File: src/rtl/pipeline_pkg.sv
// Shared width helpers and defaults for the pipeline datapath blocks.
package pipeline_pkg;

    localparam int DEFAULT_DATA_WIDTH = 32;

    // Floor of one address bit so a degenerate depth still produces a legal vector.
    function automatic int addr_width(input int depth);
        return (depth <= 2) ? 1 : $clog2(depth);
    endfunction

    function automatic int ptr_width(input int depth);
        return addr_width(depth) + 1;
    endfunction

endpackage

File: src/rtl/pipeline_fifo_mem.sv
// DEPTH x DATA_WIDTH flop array: one write port, one combinational read port, no reset.
module pipeline_fifo_mem
    import pipeline_pkg::*;
#(
    parameter int DATA_WIDTH = DEFAULT_DATA_WIDTH,
    parameter int DEPTH      = 8,
    parameter int AW         = addr_width(DEPTH)
) (
    input  logic                  clk,
    input  logic                  we,
    input  logic [AW-1:0]         waddr,
    input  logic [DATA_WIDTH-1:0] wdata,
    input  logic [AW-1:0]         raddr,
    output logic [DATA_WIDTH-1:0] rdata
);

    logic [DATA_WIDTH-1:0] r_mem [DEPTH];

    always_ff @(posedge clk) begin
        if (we) begin
            r_mem[waddr] <= wdata;
        end
    end

    assign rdata = r_mem[raddr];

endmodule

File: src/rtl/pipeline_sync_fifo.sv
// First-word fall-through valid/ready FIFO with wrap-bit pointers and registered almost_full.
module pipeline_sync_fifo
    import pipeline_pkg::*;
#(
    parameter int DATA_WIDTH   = DEFAULT_DATA_WIDTH,
    parameter int DEPTH        = 8,
    parameter int AFULL_THRESH = 6
) (
    input  logic                    clk,
    input  logic                    rst_n,
    input  logic [DATA_WIDTH-1:0]   u_data,
    input  logic                    u_valid,
    output logic                    u_ready,
    output logic [DATA_WIDTH-1:0]   d_data,
    output logic                    d_valid,
    input  logic                    d_ready,
    output logic [$clog2(DEPTH):0]  count,
    output logic                    almost_full
);

    localparam int AW = addr_width(DEPTH);
    localparam int PW = ptr_width(DEPTH);

    logic          r_en;
    logic [PW-1:0] r_wr_ptr;
    logic [PW-1:0] r_rd_ptr;
    logic          r_afull;

    logic          w_empty;
    logic          w_full;
    logic          w_push;
    logic          w_pop;
    logic [PW-1:0] w_wr_nxt;
    logic [PW-1:0] w_rd_nxt;
    logic [PW-1:0] w_count_nxt;

    assign w_empty = (r_wr_ptr == r_rd_ptr);
    assign w_full  = (r_wr_ptr[AW-1:0] == r_rd_ptr[AW-1:0]) &&
                     (r_wr_ptr[AW] != r_rd_ptr[AW]);

    // Ready is a pure function of flops, so no comb path from d_ready or u_valid.
    assign u_ready = r_en && !w_full;
    assign d_valid = !w_empty;

    assign w_push = u_valid && u_ready;
    assign w_pop  = d_valid && d_ready;

    assign w_wr_nxt    = r_wr_ptr + PW'(w_push);
    assign w_rd_nxt    = r_rd_ptr + PW'(w_pop);
    assign w_count_nxt = w_wr_nxt - w_rd_nxt;

    always_ff @(posedge clk or negedge rst_n) begin
        if (!rst_n) begin
            r_en     <= 1'b0;
            r_wr_ptr <= '0;
            r_rd_ptr <= '0;
            r_afull  <= 1'b0;
        end else begin
            r_en     <= 1'b1;
            r_wr_ptr <= w_wr_nxt;
            r_rd_ptr <= w_rd_nxt;
            r_afull  <= (w_count_nxt >= PW'(AFULL_THRESH));
        end
    end

    assign count       = r_wr_ptr - r_rd_ptr;
    assign almost_full = r_afull;

    pipeline_fifo_mem #(
        .DATA_WIDTH (DATA_WIDTH),
        .DEPTH      (DEPTH),
        .AW         (AW)
    ) u_mem (
        .clk   (clk),
        .we    (w_push),
        .waddr (r_wr_ptr[AW-1:0]),
        .wdata (u_data),
        .raddr (r_rd_ptr[AW-1:0]),
        .rdata (d_data)
    );

endmodule

File: config.mk
export PLATFORM = sky130hd
export DESIGN_NAME = pipeline_sync_fifo
export DESIGN_NICKNAME = d
export VERILOG_FILES = /design/src/rtl/pipeline_pkg.sv /design/src/rtl/pipeline_fifo_mem.sv /design/src/rtl/pipeline_sync_fifo.sv
export SDC_FILE = /design/constraint.sdc
export NUM_CORES = 1
export LEC_CHECK = 0
export CORE_UTILIZATION = 35
export CTS_CLUSTER_SIZE = 16
export DETAILED_ROUTE_END_ITERATION = 10
export SLEW_MARGIN = 30
export SYNTH_ARGS = -nofsm -noshare
export SYNTH_HDL_FRONTEND = slang
export SYNTH_SLANG_ARGS = --single-unit
File: constraint.sdc
create_clock -name clk -period 4.1 [get_ports clk]
set_input_delay 0.615 -clock clk [delete_from_list [all_inputs] [get_ports clk]]
set_output_delay 0.615 -clock clk [all_outputs]
set_load 0.02 [all_outputs]
## Yosys cells after proc, flatten, opt, wreduce, memory -nomap -nowiden

Memories as Yosys holds them, arrays and structs flattened.
Index checks and enable logic that the tools add are counted.

| cells by class | value |
|---|---|
| $add $sub $neg | 4 |
| reductions and logical operators | 6 |
| equal/unequal tests | 3 |
| magnitude comparators | 1 |
| muxes and demuxes | 2 |

Operators by type and width:

| kind | number |
|---|---|
| $add A4 B1 Y4 | 2 |
| $sub A4 B4 Y4 | 2 |
| $eq A4 B4 Y1 | 1 |
| $ge A4 B3 Y1 const B | 1 |
| $logic_and A1 B1 Y1 | 4 |
| $eq A3 B3 Y1 | 1 |
| $logic_not A1 Y1 | 2 |
| $mux W1 | 2 |
| $ne A1 B1 Y1 | 1 |

| word-level totals | value |
|---|---|
| register bits | 10 |
| bits in writable memories | 256 |
| memories | 1 |
| logic and storage cells | 21 |

Memory list:

| name | words | bits a word | read ports | clocked after Yosys merged registers in | write ports | RTL line | RTL |
|---|---|---|---|---|---|---|---|
| u_mem.r_mem | 8 | 32 | 1 | 0 | 1 | pipeline_fifo_mem.sv:17 | `logic [DATA_WIDTH-1:0] r_mem [DEPTH];` |

## Longest topological paths before layout

| depth | value |
|---|---|
| word-level depth | 8 |
| mapped depth | 15 |

## By module

Synthesis repeated with hierarchy kept, for this count alone.

| second synthesis, totals | value |
|---|---|
| cells, all modules | 439 |
| area total of the unflattened synthesis | 10473.8 um^2 |

Modules (own cells, without submodules):

| module | area an instance (um^2) | seq. area each (um^2) | cells an instance | times used |
|---|---|---|---|---|
| pipeline_fifo_mem | 9825.7 | 7687.4 | 383 | 1 |
| pipeline_sync_fifo | 648.1 | 250.2 | 56 | 1 |

## Least setup slack after synthesis

OpenSTA, ideal clock, no wires.

| path | value |
|---|---|
| kind | register to register |
| start point | reg r_rd_ptr[1] |
| end point | mem u_mem.r_mem[6][0] (netlist name) (enable) |
| required time | 3639 ps |
| stages on the path, launching flop included | 9 |
| arrival | 3931 ps |
| library setup time | 461 ps |
| buffers on the path | 2 |
| setup slack | -292 ps |
| period minus slack after synthesis | 4392 ps |
| path through | dfrtp_1 > buf_2 > buf_2 > inv_1 > ha_1 > nand3_1 > o21a_1 > nand2_1 > nor3_1 |

| between the ends | value |
|---|---|
| cells in the longest elaborated chain, start to end | 7 |

RTL lines:

| what | RTL line | RTL |
|---|---|---|
| start, declared | pipeline_sync_fifo.sv:26 | `logic [PW-1:0] r_rd_ptr;` |
| start signal, assigned | pipeline_sync_fifo.sv:61 | `r_rd_ptr <= w_rd_nxt;` |
| $eq A3 B3 Y1 | pipeline_sync_fifo.sv:38 | `assign w_full = (r_wr_ptr[AW-1:0] == r_rd_ptr[AW-1:0]) &&` |
| $logic_and A1 B1 Y1 | pipeline_sync_fifo.sv:38 |  |
| $logic_not A1 Y1 | pipeline_sync_fifo.sv:42 | `assign u_ready = r_en && !w_full;` |
| $logic_and A1 B1 Y1 | pipeline_sync_fifo.sv:42 |  |
| named net u_ready | pipeline_sync_fifo.sv:13 | `output logic u_ready,` |
| $logic_and A1 B1 Y1 | pipeline_sync_fifo.sv:45 | `assign w_push = u_valid && u_ready;` |
| $mux W1 | pipeline_fifo_mem.sv:20 | `if (we) begin` |
| $mux W1 (not written as such) | pipeline_fifo_mem.sv:21 | `r_mem[waddr] <= wdata;` |
| end, declared | pipeline_fifo_mem.sv:17 |  |

The timed path passes the listed nets, and every way through them passes these cells.

## Final worst setup path

| path | value |
|---|---|
| start point | reg r_rd_ptr[0] |
| end point | out d_data[2] |

| between the ends | value |
|---|---|
| cells in the longest elaborated chain, start to end | 1 |

RTL lines:

| what | RTL line | RTL |
|---|---|---|
| $mem_v2 Z8 W32 | -- |  |
| end, declared | pipeline_sync_fifo.sv:14 | `output logic [DATA_WIDTH-1:0] d_data,` |

No other way between the ends.

==> impl_metrics.env <==
export IMPL_root_buffer="clkbuf_16"
export IMPL_synth_top_area_share_pct=73.8
export IMPL_clock_path_buffers=3
export IMPL_ios=75
export IMPL_grt_pass1_vias=5371
export IMPL_grt_antenna_before_repair=1
export IMPL_slowest_stage="dfrtp_4"
export IMPL_max_clock_freq_mhz=264
export IMPL_fin_ws_ps=319
export IMPL_rr_worst_depth=11
export IMPL_coreArea_um2=29000
export IMPL_synth_top_area_cell="edfxtp_1"
export IMPL_htreeDepth=1
export IMPL_postCtsSetupBuffers=0
export IMPL_synth_area_leaders="edfxtp_1 (74%), mux4_2 (13%), nand2_1 (3.6%), dfrtp_1 (2.4%), ha_1 (1.2%)"
export IMPL_synth_edff_count=256
export IMPL_crit_path_max_incr_delay_ps=830
export IMPL_postRouteWirelength_um=21200
export IMPL_dieArea_um2=30500
export IMPL_layout_nets=651
export IMPL_crit_required_ps=3480
export IMPL_timing_final_crit_share_pct=92.2
export IMPL_ys_ff_latch=266
export IMPL_cts_buffers=28
export IMPL_tritoncts="yes"
export IMPL_grt_max_degree=43
export IMPL_status="complete, no violations"
export IMPL_period_needed_ps=3780
export IMPL_yosys_warnings=0
export IMPL_avgSynthCellArea_um2=20.6
export IMPL_initial_core_util_pct=35.9
export IMPL_ctsResizeCount=0
export IMPL_drv_cap=0
export IMPL_cp_depth=5
export IMPL_dpl_worst_slack_ps=782
export IMPL_syn_nets=555
export IMPL_fin_worst_skew_ps=13.2
export IMPL_critPathMaxFanout=31
export IMPL_r2r_start="r_rd_ptr[0]"
export IMPL_port_buffers=74
export IMPL_hpwl_um=11200
export IMPL_initialDrtViolationCount=350
export IMPL_gp_congestion=0.715
export IMPL_cpMostUsedCell="nand2_1"
export IMPL_power_density_nw_per_um2=733
export IMPL_clkTransAtPathRegs_ps=60
export IMPL_ir_drop_mv=0.392
export IMPL_drive_above_1_share_pct=20.2
export IMPL_rows=62
export IMPL_synth_ff_type="edfxtp_1"
export IMPL_synth_most_common_cell="edfxtp_1"
export IMPL_synthArstFlopShare_pct=3.76
export IMPL_remaining_drc_errors=0
export IMPL_yosys_cell_types_count=30
export IMPL_netlist_instances=507
export IMPL_antenna_left=0
export IMPL_hold_viol=0
export IMPL_tightest_slew_ps=620
export IMPL_hold_class="in -> async"
export IMPL_synthesis_area_um2=10400
export IMPL_rsz0062_at_grt="no"
export IMPL_rrSetupSlack_ps=850
export IMPL_setup_tns_ps=0
export IMPL_fp_dieW_um=175
export IMPL_firstDrtPassIters=7
export IMPL_path_buf_inv=2
export IMPL_num_vias=4897
export IMPL_syn2layout_area_growth_pct=19.9
export IMPL_r2r_end="almost_full"
export IMPL_holdBufCountCts=0
export IMPL_cp_end_kind="primary output"
export IMPL_relSlewSlack_pct=58.6
export IMPL_routed_via_density=4.85
export IMPL_arrival_ps=3170
export IMPL_die_h_um=175
export IMPL_power_mw=9.15
export IMPL_overflow=0
export IMPL_drv_slew=0
export IMPL_clock_sinks=266
export IMPL_clk_latency_ps=530
export IMPL_cp_cell_sequence="buf_4 > mux4_1 > nand2_1 > nand2_1 > clkdlybuf4s50_1"
export IMPL_grt_pass1_wl_um=32400
export IMPL_critPathKind="reg -> out"
export IMPL_cp_top_family="buffers and inverters"
export IMPL_ys_top_cells_by_count="edfxtp_1 (256), nand2_1 (99), mux4_2 (60), inv_1 (12)"
export IMPL_setup_viol=0
export IMPL_routedWlPerCell_um=21.0
export IMPL_ys_seq_area_share_pct=76.2
export IMPL_grt_usage_pct=14.3
export IMPL_hold_slack_ps=407
export IMPL_cp_start_kind="flip-flop"
export IMPL_power_leakage_nw=4.19
## cell families after synthesis
kind of cell	Yosys count	synth area share (%)
buf+inv	33	2.35
simple gates	116	4.49
other cells	1	0.0360
fa+ha+maj	12	1.58
flops	266	76.2
xor+xnor	9	1.03
mux	64	14.0
compound gates	6	0.360
## worst max path at each step
stage	start	endpoint	slack [ps]
after floorplan	r_rd_ptr[1]	u_mem.r_mem[7][0]	610
after global placement	r_rd_ptr[0]	d_data[2]	820
after detailed placement	r_rd_ptr[0]	d_data[2]	780
after CTS	r_rd_ptr[0]	d_data[2]	210
after global routing	r_rd_ptr[0]	d_data[2]	100
final	r_rd_ptr[0]	d_data[2]	320
## sequential cells by signal (all words and copies together) (netlist names)
register     cells
r_rd_ptr         4
u_mem.r_mem    256
r_wr_ptr         4
r_en             1
almost_full      1
## area by class of cell
type | instances | area [um^2]
Fill cell | 2524 | 16500
Clock buffer | 40 | 797
Tap cell | 384 | 480
Antenna cell | 1 | 2.50
Clock inverter | 12 | 80.1
Sequential cell | 266 | 7950
Multi-Input combinational cell | 208 | 2310
Inverter | 12 | 45.0
Timing Repair Buffer | 87 | 838
## power by group
| group | switching [mW] | internal (mW) | total, mW |
|---|---|---|---|
| Combinational | 1.71 | 1.55 | 3.26 |
| Sequential | 0.240 | 3.27 | 3.51 |
| Clock | 0.974 | 1.41 | 2.38 |
| Total | 2.93 | 6.23 | 9.15 |
## per-layer routing
metal  part of all wire, %  track usage (%)  wire length [um]
met1                    43             18.7              9090
met2                    50             24.5             10600
met3                   5.1             2.87              1090
met4                   2.2             3.62               462
met5                     0                0                 0
## worst reg2reg max path, delay by kind of cell, from the launching register on
family	cells	cell delay (ps)
compound gates	4	680
fa+ha+maj	4	1260
simple gates	2	270
flops	1	720
xor+xnor	1	230
## cell usage in the layout (no fill, tap or decap)
cell type | Yosys | final
a21o_1 | 2 | 2
a21oi_1 | 2 | 2
and2_1 | 2 | 2
buf_4 | 1 | 13
bufinv_16 | 0 | 1
clkbuf_1 | 2 | 8
clkbuf_16 | 0 | 29
clkbuf_8 | 0 | 3
clkdlybuf4s50_1 | 0 | 74
clkinv_1 | 0 | 7
clkinv_2 | 0 | 3
conb_1 | 1 | 1
dfrtp_1 | 10 | 7
dfrtp_2 | 0 | 1
dfrtp_4 | 0 | 2
diode_2 | 0 | 1
edfxtp_1 | 256 | 256
fa_1 | 2 | 2
ha_1 | 10 | 10
inv_1 | 12 | 11
inv_2 | 0 | 1
inv_6 | 0 | 1
mux4_1 | 4 | 4
mux4_2 | 60 | 60
nand2_1 | 99 | 99
nand3_1 | 2 | 2
nand3_2 | 2 | 2
nand3b_1 | 2 | 2
nand4_1 | 1 | 1
nor2_4 | 0 | 6
nor3_4 | 0 | 2
o21a_1 | 1 | 1
o21ai_1 | 1 | 1
xnor2_1 | 3 | 3
xnor2_2 | 2 | 2
xnor3_1 | 1 | 1
xor2_1 | 3 | 3
## stage by stage
step / instances / utilization (%) / instance area, um^2
after floorplan: 507 / - / 10400
after global placement: 957 / 40.0 / 11600
after detailed placement: 957 / 40.0 / 11600
after CTS: 1009 / 43.1 / 12500
after global routing: 1009 / 43.1 / 12500
final: 1010 / 43.1 / 12500
No activity file was read; power rests on OpenSTA's default activity.
